[src/rtl/lock_bank_arbiter.sv]
// Two-requester round-robin front end for a bank of sticky-lockable configuration registers.
// Each accepted access runs IDLE -> EXEC -> RESP; writes to locked targets return err.
module lock_bank_arbiter #(
  parameter int unsigned NUM_REGS = 4,
  parameter int unsigned DATA_W   = 8,
  parameter int unsigned ADDR_W   = 2
) (
  input  logic                       clk,
  input  logic                       rst_n,
  input  logic                       a_valid,
  output logic                       a_ready,
  input  logic [ADDR_W-1:0]          a_addr,
  input  logic [DATA_W-1:0]          a_data,
  input  logic                       a_lock,
  output logic                       a_ack,
  output logic                       a_err,
  input  logic                       b_valid,
  output logic                       b_ready,
  input  logic [ADDR_W-1:0]          b_addr,
  input  logic [DATA_W-1:0]          b_data,
  input  logic                       b_lock,
  output logic                       b_ack,
  output logic                       b_err,
  input  logic                       lock_all,
  output logic [NUM_REGS-1:0]        locked,
  output logic [NUM_REGS*DATA_W-1:0] reg_q,
  output logic                       busy
);

  typedef enum logic [1:0] {
    IDLE = 2'd0,
    EXEC = 2'd1,
    RESP = 2'd2
  } state_t;

  state_t              state;
  state_t              state_nxt;
  logic                rr_b;
  logic                grant_a;
  logic                grant_b;
  logic                accept;
  logic                req_b;
  logic [ADDR_W-1:0]   addr_q;
  logic [DATA_W-1:0]   data_q;
  logic                lock_q;
  logic                in_range;
  logic                hit_locked;
  logic                target_locked;
  logic                wr_en;

  // Next state and combinational grant; rr_b set means B wins a tie.
  always_comb begin
    state_nxt = state;
    grant_a   = 1'b0;
    grant_b   = 1'b0;
    case (state)
      IDLE: begin
        if (a_valid && (!b_valid || !rr_b)) begin
          grant_a = 1'b1;
        end else if (b_valid) begin
          grant_b = 1'b1;
        end
        if (grant_a || grant_b) state_nxt = EXEC;
      end
      EXEC:    state_nxt = RESP;
      RESP:    state_nxt = IDLE;
      default: state_nxt = IDLE;
    endcase
  end

  assign accept  = grant_a | grant_b;
  assign a_ready = grant_a;
  assign b_ready = grant_b;
  assign busy    = (state != IDLE);

  // Out-of-range addresses are treated as permanently locked.
  always_comb begin
    in_range   = 1'b0;
    hit_locked = 1'b0;
    for (int i = 0; i < NUM_REGS; i++) begin
      if (addr_q == ADDR_W'(i)) begin
        in_range   = 1'b1;
        hit_locked = locked[i];
      end
    end
    target_locked = lock_all | ~in_range | hit_locked;
    wr_en         = (state == EXEC) && !target_locked;
  end

  always_ff @(posedge clk or negedge rst_n) begin
    if (!rst_n) begin
      state  <= IDLE;
      rr_b   <= 1'b0;
      req_b  <= 1'b0;
      addr_q <= '0;
      data_q <= '0;
      lock_q <= 1'b0;
      a_ack  <= 1'b0;
      a_err  <= 1'b0;
      b_ack  <= 1'b0;
      b_err  <= 1'b0;
    end else begin
      state <= state_nxt;
      a_ack <= 1'b0;
      a_err <= 1'b0;
      b_ack <= 1'b0;
      b_err <= 1'b0;
      if (accept) begin
        req_b  <= grant_b;
        addr_q <= grant_b ? b_addr : a_addr;
        data_q <= grant_b ? b_data : a_data;
        lock_q <= grant_b ? b_lock : a_lock;
        rr_b   <= grant_a;
      end
      // Response flags land on the EXEC->RESP edge and live for the RESP cycle only.
      if (state == EXEC) begin
        a_ack <= !req_b && !target_locked;
        a_err <= !req_b &&  target_locked;
        b_ack <=  req_b && !target_locked;
        b_err <=  req_b &&  target_locked;
      end
    end
  end

  // Register bank and sticky locks; lock_all is honoured at every edge in any state.
  always_ff @(posedge clk or negedge rst_n) begin
    if (!rst_n) begin
      locked <= '0;
      reg_q  <= '0;
    end else begin
      for (int i = 0; i < NUM_REGS; i++) begin
        if (wr_en && (addr_q == ADDR_W'(i))) begin
          reg_q[i*DATA_W +: DATA_W] <= data_q;
          if (lock_q) locked[i] <= 1'b1;
        end
        if (lock_all) locked[i] <= 1'b1;
      end
    end
  end

endmodule

[config.mk]
export PLATFORM = sky130hd
export DESIGN_NAME = lock_bank_arbiter
export DESIGN_NICKNAME = d
export VERILOG_FILES = /design/src/rtl/lock_bank_arbiter.sv
export SDC_FILE = /design/constraint.sdc
export NUM_CORES = 1
export LEC_CHECK = 0
export ABC_AREA = 1
export CAP_MARGIN = 10
export CORE_ASPECT_RATIO = 1.5
export CORE_MARGIN = 10
export CORE_UTILIZATION = 47
export CTS_CLUSTER_DIAMETER = 40
export DETAILED_ROUTE_END_ITERATION = 10
export GPL_ROUTABILITY_DRIVEN = 1
export PLACE_DENSITY = 0.83
export SETUP_SLACK_MARGIN = 0.02
export SYNTH_ARGS = -nofsm -noshare
export SYNTH_HDL_FRONTEND = slang
export SYNTH_SLANG_ARGS = --single-unit
[constraint.sdc]
create_clock -name clk -period 1.7 [get_ports clk]
set_clock_uncertainty 0.05 [all_clocks]
set_input_delay 0.17 -clock clk [delete_from_list [all_inputs] [get_ports clk]]
set_output_delay 0.17 -clock clk [all_outputs]
set_load 0.02 [all_outputs]
=== Word-level counts from Yosys, hierarchy flattened ===
Cells that the tools add are included.

* Output and inout bits: 43
* Register bits: 55

* Eq/ne operators: 5
* Bitwise logic cells: 4
* Reductions and logical operators: 28
* Muxes and demuxes: 33

{| class="wikitable"
|+ Operator list
! operator !! number
|-
| $mux W1 || 29
|-
| $reduce_bool A2 Y1 || 6
|-
| $logic_and A1 B1 Y1 || 10
|-
| $mux W8 || 1
|-
| $reduce_and A2 Y1 || 4
|-
| $eq A2 B1 Y1 const B || 2
|-
| $eq A2 B2 Y1 const B || 2
|-
| $logic_not A1 Y1 || 4
|-
| $logic_not A2 Y1 || 2
|-
| $mux W2 || 2
|-
| $pmux W2 S2 || 1
|-
| $or A1 B1 Y1 || 3
|-
| $logic_or A1 B1 Y1 || 2
|-
| $ne A2 B2 Y1 const B || 1
|-
| $not A1 Y1 || 1
|}

=== Longest topological paths before layout ===
Gate-level depths: netlist of run 1.

* Word-level depth: 13
* Depth in mapped cells: 8
* Mapped depth without buffers: 7

=== Worst setup path before layout of run 1 ===
OpenSTA, ideal clock, no wires.

* Kind: register to register
* Start point: reg state[1]
* End point: reg rr_b
* Library setup time: 134 ps
* Data arrival time: 1,095 ps
* Setup slack: 421 ps
* Period minus slack after synthesis: 1,279 ps
* Cell stages (with the launch flop): 6
* Cell sequence: dfrtp_1 nor2_1 inv_1 nor2_4 buf_2 o22ai_1

* Cells in the longest elaborated chain, start to end: 3
* Elaborated cells on any way between the ends: 4
* Those cells by class: mux (2); bitwise (1); reduce/logical (1)

{| class="wikitable"
|+ Ends and longest elaborated chain
! element !! RTL line !! text
|-
| start, declared || 36 || <nowiki>state_t state;</nowiki>
|-
| start signal, assigned || 103 || <nowiki>state <= state_nxt;</nowiki>
|-
| $logic_not A2 Y1 * || 56 || <nowiki>case (state)</nowiki>
|-
| $mux W1 || 56 ||
|-
| $or A1 B1 Y1 || 71 || <nowiki>assign accept = grant_a | grant_b;</nowiki>
|-
| end signal, assigned || 113 || <nowiki>rr_b <= grant_a;</nowiki>
|-
| end, declared || 38 || <nowiki>logic rr_b;</nowiki>
|}

Mark *: on every way between the ends. The rest lies on a longest branch, timed or not.
A chain may end at the register's enable or synchronous reset.

=== Worst setup path in the final report of run 1 ===
* Start point: reg state[1]
* End point: out busy

* Cells in the longest elaborated chain, start to end: 1

{| class="wikitable"
|+ Ends and longest elaborated chain
! element !! RTL line !! text
|-
| $reduce_bool A2 Y1 || 74 || <nowiki>assign busy = (state != IDLE);</nowiki>
|-
| end, declared || 27 || <nowiki>output logic busy</nowiki>
|}

Every way passes these cells.

==> results.py, run 1 <==
metrics = {
    "routing": {
        "drt_iter0_markers": 167,
        "dr_wl_met2_um": 3110,
        "finalWirelength_um": 5860,
        "post-route-drc-count": 0,
        "drtAntennaViolNets": 0,
        "vias": 2100,
        "wl_met3_um": 404,
        "drt_first_pass_iters": 4,
        "highest_layer": "met4",
        "vias_per_cell": 5.01,
        "wl_met1_um": 2270,
        "post_drt_wl_per_cell_um": 14.0,
    },
    "finish": {
        "drive_above_1_share_pct": 9.69,
        "final_cells": 419,
        "final_common_cell": "nand2_1",
        "antenna_cells": 0,
        "area_growth_pct": 35.0,
        "fillers": 459,
        "final_net_count": 378,
        "final_cell_mix": "88 x nand2_1, 65 x clkdlybuf4s50_1, 55 x dfrtp_1, 32 x inv_1, 27 x nand4_1",
    },
    "critical_path": {
        "crit_chain": "nor2_2 > inv_1 > buf_4 > dlygate4sd2_1",
        "crit_fanout": 4,
        "arrival_ns": 1.40,
        "worst-r2r-setup-slack_ns": 0.17,
        "critPathRequiredTime_ns": 1.48,
        "endpoint_kind": "output pin",
        "crit_path_top_delay_cell": "dfrtp_1",
        "max_stage_delay_ns": 0.43,
        "start_kind": "flip-flop",
        "worst-setup-path-type": "flip-flop to output pin",
    },
    "synth": {
        "yosys_warnings": 0,
        "yosysSeqAreaShare_pct": 55.7,
        "synth-seq-cells": 55,
        "synth_top_cell_area_share_pct": 55.7,
        "synth_area_leaders": "dfrtp_1 56%, nand2_1 13%, nand4_1 6.8%, inv_1 4.9%, nor2_1 3.0%",
        "avgSynthCellArea_sq_um": 8.93,
        "synth_cell_type_count": 21,
        "syn-num-nets": 304,
        "synth_area_sq_mm": 0.00247,
        "synthCells": 277,
        "synth.largest_area_cell": "dfrtp_1",
    },
    "power_and_ir_drop": {
        "p_int_mw": 3.06,
        "seq_power_share_pct": 39.5,
        "p_sw_mw": 2.24,
        "ir_worst_vdd_uv": 889,
        "power.leakage_nw": 1.66,
        "total_power_mw": 5.30,
        "p_clk_share_pct": 13.2,
        "switching_share_pct": 42.3,
        "p_per_area_mw_per_mm2": 1590,
        "p_comb_share_pct": 47.3,
    },
    "sta": {
        "rsz0062_at_grt": "no",
        "fmax_mhz": 618,
        "relSlewSlack_pct": 67.1,
        "tns_ns": 0,
        "setup_viol_count_final": 0,
        "hold-worst-slack_ns": 0.346,
        "finalCriticalPeriod_ns": 1.62,
        "fin_crit_sh_pct": 95.2,
        "tightest_slew_ns": 0.492,
        "final_hold_viol_count": 0,
        "maxSlewViolCount": 0,
    },
    "clock_tree": {
        "clockBufferDepth": 2,
        "cts.sinks": 55,
        "clockRootBuffer": "clkbuf_8",
        "cts_tree": "done",
        "clk_pin_slew_ns": 0.09,
        "cts_buffers": 5,
        "clk_latency_ns": 0.29,
        "h-tree-depth": 2,
        "post_cts_buffers": 0,
    },
    "global_routing": {
        "grt_max_degree": 56,
        "track_usage_pct": 13.1,
        "grt_pass1_wl_um": 9320,
        "grt_overflow_total": 0,
        "antenna_found_initial": 0,
        "first_global_vias": 2005,
    },
    "floorplanning": {
        "dieArea_sq_mm": 0.00862,
        "die_h_um": 109,
        "start_util_pct": 48.2,
        "num_rows": 32,
        "ioPinCount": 70,
        "core_area_sq_mm": 0.00512,
        "fp.dieW_um": 79.2,
    },
    "status": {
        "outcome": "finished clean",
    },
    "worst_hold_path": {
        "hold_class": "input port to asynchronous set/reset pin",
    },
    "placed_design": {
        "hpwlAfterDp_um": 4500,
        "place_inst": 410,
        "io_buffers": 69,
        "place.gp.congestion": 0.849,
    },
    "run": {
        "drv_cap": 0,
    },
}
state kept, by name, indices dropped and copies added, names as in the netlist:
| name | cells |
|---|---|
| addr_q | 2 |
| b_err | 1 |
| a_ack | 1 |
| req_b | 1 |
| data_q | 8 |
| b_ack | 1 |
| lock_q | 1 |
| locked | 4 |
| a_err | 1 |
| reg_q | 32 |
| state | 2 |
| rr_b | 1 |
power groups by stage:
stage	Clock [mW]	Combinational [mW]	Sequential (mW)
after floorplan	0	1.29	2.33
after global placement	0	2.44	2.09
after detailed placement	0	2.51	2.11
after CTS	0.713	2.50	2.09
after global routing	0.775	2.75	2.15
final	0.697	2.51	2.10
timing repair:
action | 4_1_cts | 5_1_grt
gates resized for setup | 3 | 3
endpoints found under the setup margin | 3 | 14
endpoints found under the hold margin | 55 | 0
hold buffers | 1 | 0
gates cloned | 0 | 1
pin swaps | 0 | 1
synthesized netlist by cell type, drive strengths merged:
cell and n:
o21ai 10, o211ai 1, dfrtp 55, o22ai 12
nand2 88, inv 35, a21oi 1, clkbuf 1
buf 12, nor3 2, nand3 4, nor2 25
nand4 31
critical path, delay by kind of cell, from the launching register on:
family | cells | cell delay [ns]
buf+inv | 3 | 0.55
flops | 1 | 0.43
simple gates | 1 | 0.13
cell type report:
cell class	instances	area (sq um)	area share, %
Sequential cell	55	1380	41.2
Multi-Input combinational cell	175	876	26.2
Timing Repair Buffer	79	781	23.4
Inverter	35	131	3.94
Tap cell	68	85.1	2.55
Clock buffer	6	82.6	2.47
Clock inverter	1	5.00	0.150
metal layers:
metal,vias to the layer above,GRT usage [%]
met4,0,4.24
met2,71,23.7
met5,-,0
met3,8,4.20
li1,1048,-
met1,973,14.0
path summary, 6_finish.rpt:
| kind | start | endpoint | cells past startpoint |
|---|---|---|---|
| setup / recovery | state[1] | busy | 4 |
| hold / removal | rst_n | reg_q[19] | 3 |
| setup reg to reg | addr_q[1] | reg_q[6] | 7 |
| hold reg to reg | req_b | a_ack | 1 |
| max in group asynchronous | rst_n | locked[1] | 3 |
| min in group clk | req_b | a_ack | 1 |
cell families after synthesis:
logic type / Yosys count / share of synthesized area (%)
buffers and inverters: 48 / 9.26
AND/OR/NAND/NOR: 150 / 29.5
flip-flops: 55 / 55.7
AO/OA/AOI/OAI: 24 / 5.57
per-stage QoR:
stage,area [sq um],setup slack [ns],util (%)
5_1_grt,3340,0.0306,65.1
2_1_floorplan,2470,0.421,-
3_3_place_gp,3240,-0.0680,63.2
6_report,3340,0.0821,65.1
4_1_cts,3330,0.0497,65.0
3_5_place_dp,3240,-0.0569,63.2
No activity file was read; power rests on OpenSTA's default activity.
==> run 2, diff against run 1 <==
Settings changed: CORE_ASPECT_RATIO 1.5 to 0.8, CORE_UTILIZATION 47 to 40, PLACE_DENSITY 0.83 to 0.73.
==> run 2 against run 1 <==
Effect of this change: clock power is 11% higher; global-route usage is essentially flat; cell count increased by 3.8%; worst setup slack got worse by 0.0033 ns; sequential share of layout area decreased by 0.54 points; count of clock-buffer cells in the layout grew 2; cell area grew 1.4%; register-to-register slack worse by 0.02 ns; critical path depth is the same; critical endpoint is now b_ready; highest routed layer unchanged.
==> results.py, run 2 (same netlist as run 1, synthesis figures left out) <==
metrics = {
    "critical_path": {
        "arrival_ns": 1.40,
        "crit_chain": "nor2_1 > nand2_1 > inv_1 > dlygate4sd2_1",
        "worst-r2r-setup-slack_ns": 0.15,
        "critPathRequiredTime_ns": 1.48,
        "endpoint_kind": "output pin",
        "crit_path_top_delay_cell": "dfrtp_1",
        "crit_fanout": 2,
        "timing.rr.start": "state[1]",
        "max_stage_delay_ns": 0.41,
        "start_kind": "flip-flop",
        "worst-setup-path-type": "flip-flop to output pin",
        "reg2regPathDepth": 6,
        "timing.rr.end": "data_q[0]",
    },
    "sta": {
        "tightest_slew_ns": 0.451,
        "maxSlewViolCount": 0,
        "rsz0062_at_grt": "no",
        "relSlewSlack_pct": 69.8,
        "setup_viol_count_final": 0,
        "fmax_mhz": 617,
        "finalCriticalPeriod_ns": 1.62,
        "setup_ws_ns": 0.0789,
        "hold-worst-slack_ns": 0.339,
        "final_hold_viol_count": 0,
        "fin_crit_sh_pct": 95.4,
    },
    "clock_tree": {
        "cts.sinks": 55,
        "cts_tree": "done",
        "cts_buffers": 5,
        "clk_latency_ns": 0.30,
        "clockBufferDepth": 2,
        "h-tree-depth": 2,
        "clk_pin_slew_ns": 0.09,
        "clockRootBuffer": "clkbuf_8",
    },
    "floorplanning": {
        "num_rows": 25,
        "die_h_um": 90.3,
        "core_area_sq_mm": 0.00594,
        "start_util_pct": 41.6,
        "dieArea_sq_mm": 0.00975,
        "ioPinCount": 70,
        "fp.dieW_um": 108,
    },
    "finish": {
        "largest-register": "reg_q",
        "area_growth_pct": 36.9,
        "final_net_count": 380,
        "drive_above_1_share_pct": 10.2,
        "antenna_cells": 0,
        "final_cell_mix": "88 x nand2_1, 65 x clkdlybuf4s50_1, 54 x dfrtp_1, 32 x inv_1, 27 x nand4_1",
        "final_common_cell": "nand2_1",
        "multiInputGateArea_sq_um": 878,
        "fillers": 549,
        "final_util_pct": 56.9,
        "largest_registers": "reg_q (32), data_q (8), locked (4)",
        "largest_reg_flops": 32,
        "layout.area.seq_sq_mm": 0.00138,
    },
    "power_and_ir_drop": {
        "power.leakage_nw": 1.68,
        "total_power_mw": 5.42,
        "p_per_area_mw_per_mm2": 1600,
        "ir_worst_vdd_uv": 698,
    },
    "placed_design": {
        "place.gp.congestion": 0.814,
        "pre_cts_slack_ns": -0.118,
        "io_buffers": 69,
        "hpwlAfterDp_um": 4770,
    },
    "routing": {
        "finalWirelength_um": 6350,
        "drt_first_pass_iters": 4,
        "vias": 2079,
        "drt_iter0_markers": 65,
        "vias_per_cell": 4.78,
        "post-route-drc-count": 0,
        "post_drt_wl_per_cell_um": 14.6,
        "drtAntennaViolNets": 0,
    },
    "global_routing": {
        "first_global_vias": 2103,
        "grt_pass1_wl_um": 10400,
        "antenna_found_initial": 0,
        "grt_max_degree": 56,
        "track_usage_pct": 13.1,
        "grt_overflow_total": 0,
    },
    "status": {
        "outcome": "finished clean",
    },
    "worst_hold_path": {
        "hold_class": "input port to asynchronous set/reset pin",
    },
    "run": {
        "drv_cap": 0,
    },
}
## run 2: metrics by stage
stage                     instances  TNS (ns)  instance area (sq um)
final                           435         0                   3380
after global routing            435         0                   3380
after CTS                       434         0                   3380
after detailed placement        425    -0.172                   3270
after global placement          425    -0.103                   3270
after floorplan                 277         0                   2470
## run 2: cell type report
class                   instances  share of cell area [%]
flip-flops and latches         55                    40.7
multi-input cells             175                    26.0
clock buffers                   8                    2.96
repair buffers                 81                    23.5
inverters                      35                    3.88
well taps                      81                    2.99
## run 2: metal layers
| layer | up-vias | global-route usage (%) | share of wire, % |
|---|---|---|---|
| li1 | 1050 | - | - |
| met1 | 954 | 17.2 | 47 |
| met2 | 70 | 18.5 | 41 |
| met3 | 5 | 7.06 | 12 |
| met4 | 0 | 2.67 | 0.54 |
| met5 | - | 0 | 0 |
## run 2: worst max-delay path, delay by kind of cell (launching register included)
kind                   cells  cell delay [ns]
DFF                        1             0.41
and+or+nand+nor            2             0.30
buffers and inverters      2             0.39
## run 2: worst max path at each step
stage	depth (start not counted)	end	slack [ns]	start
floorplan	5	rr_b	0.42	state[1]
global placement	6	b_ready	-0.09	b_valid
detailed placement	6	b_ready	-0.12	b_valid
CTS	4	a_ready	0.04	state[1]
global route	4	b_ready	0.03	state[1]
finish	4	b_ready	0.08	state[1]
## run 2: power breakdown
part	internal [mW]	switching, mW
registers	1.74	0.367
clock network	0.373	0.400
logic	1.01	1.53
## run 2: what timing repair did
action                     4_1_cts  5_1_grt
pin swaps                        0        1
hold endpoints to repair        55        0
gates resized for setup          3        4
setup endpoints to repair        3       15
cloned                           0        1
buffers inserted                 0        0
hold buffers                     1        0
==> variant (config.mk and constraints of run 2) <==
`DATA_W`: 8 -> 9.
--- a/src/rtl/lock_bank_arbiter.sv
+++ b/src/rtl/lock_bank_arbiter.sv
@@ -2,7 +2,7 @@
 // Each accepted access runs IDLE -> EXEC -> RESP; writes to locked targets return err.
 module lock_bank_arbiter #(
   parameter int unsigned NUM_REGS = 4,
-  parameter int unsigned DATA_W   = 8,
+  parameter int unsigned DATA_W   = 9,
   parameter int unsigned ADDR_W   = 2
 ) (
   input  logic                       clk,
Interface: changed (resized a_data, b_data and reg_q); port bits go from 70 to 76. The function was not compared with the original's and may differ.
==> variant against run 2 <==
Wire length grew 11%; fmax shrank 0.40%; worst setup slack lost 6.6 ps; synthesized area is 5.5% higher; power rose by 23%; cell area up 11%; synthesized cell count up 4.0%; sequential cell count rose by 5; clock power up 81%; cell count up 6.4%; global-route usage grew 1.5 points.
==> variant: results (changes against run 2) <==
status: "finished clean"  # unchanged
syn_nets: 317  # was 304
gp_congestion: 0.785  # was 0.814
r2r-start: "addr_q[0]"  # was state[1]
synth.distinct_cells: 16  # was 21
cts_resized: 7  # was 3
synth_cells: 288  # was 277
path_clk_slew_ps: 60  # was 90 ps
synth_compound_area_frac: 0.00767  # was 0.0557
synth_area_leaders: "dfrtp_1 58%, nand2_1 16%, nand4_1 9.6%"  # was dfrtp_1 56%, nand2_1 13%, nand4_1 6.8%
multi_input_area_share: 0.261  # was 0.260
vias: 2337  # was 2,079
buffer_area_frac: 0.238  # was 0.235
clock_power_uw: 1400  # was 772 uW
grt_max_degree: 61  # was 56
totalWireLength_um: 7040  # was 6350 um
n_all_inverters: 13  # was 35
first_global_vias: 2418  # was 2,103
numCtsBuffers: 9  # was 5
clock_latency_ps: 340  # was 300 ps
drtIter0Drc: 164  # was 65
slew-limit-headroom: 0.700  # was 0.698
grt_pass1_wl_um: 11600  # was 10,400 um
crit_path_max_fanout: 3  # was 2
nMultiInputCombCells: 199  # was 175
reg2reg_depth: 7  # was 6
internal-power_uw: 3970  # was 3130 uW
r2r_end: "reg_q[1]"  # was data_q[0]
clock_buffers: 11  # was 8
drive_above_1_share: 0.116  # was 0.102
area_growth_pct: 43.4  # was 36.9%
critPathLaunch: "state[0]"  # was state[1]
ys_top_cells_by_count: "109 x nand2_1, 60 x dfrtp_1, 40 x nand4_1"  # was 88 x nand2_1, 55 x dfrtp_1, 32 x inv_1
buffers: 91  # was 81
regArea_um2: 1500  # was 1380 um^2
dpl_cell_area_um2: 3500  # was 3270 um^2
htreeDepth: 3  # was 2
ir_drop_uv: 694  # was 698 uV
==> variant: layer usage <==
layer	wire length, um	vias up	global-route usage
met5	0	-	0
met1	3100	1086	0.176
met2	3070	96	0.218
li1	-	1145	-
met3	778	10	0.0713
met4	91	0	0.0577
==> variant: stage by stage <==
| step | utilization | power (uW) | setup slack [ps] |
|---|---|---|---|
| 3_5_place_dp | 0.548 | 5300 | -106 |
| 6_report | 0.587 | 6690 | 72.3 |
| 4_1_cts | 0.584 | 6720 | 28.5 |
| 5_1_grt | 0.587 | 7140 | -39.5 |
| 2_1_floorplan | - | 3980 | 310 |
| 3_3_place_gp | 0.548 | 5220 | -122 |
==> variant: how the worst min path moves through the flow <==
stage,endpoint,depth (start not counted),start,slack [ps]
after detailed placement,a_ack,2,rst_n,150
final,reg_q[17],3,rst_n,310
after floorplan,a_ack,0,rst_n,-180
after global placement,a_err,2,rst_n,150
after global routing,a_ack,3,rst_n,330
after CTS,a_ack,3,rst_n,320
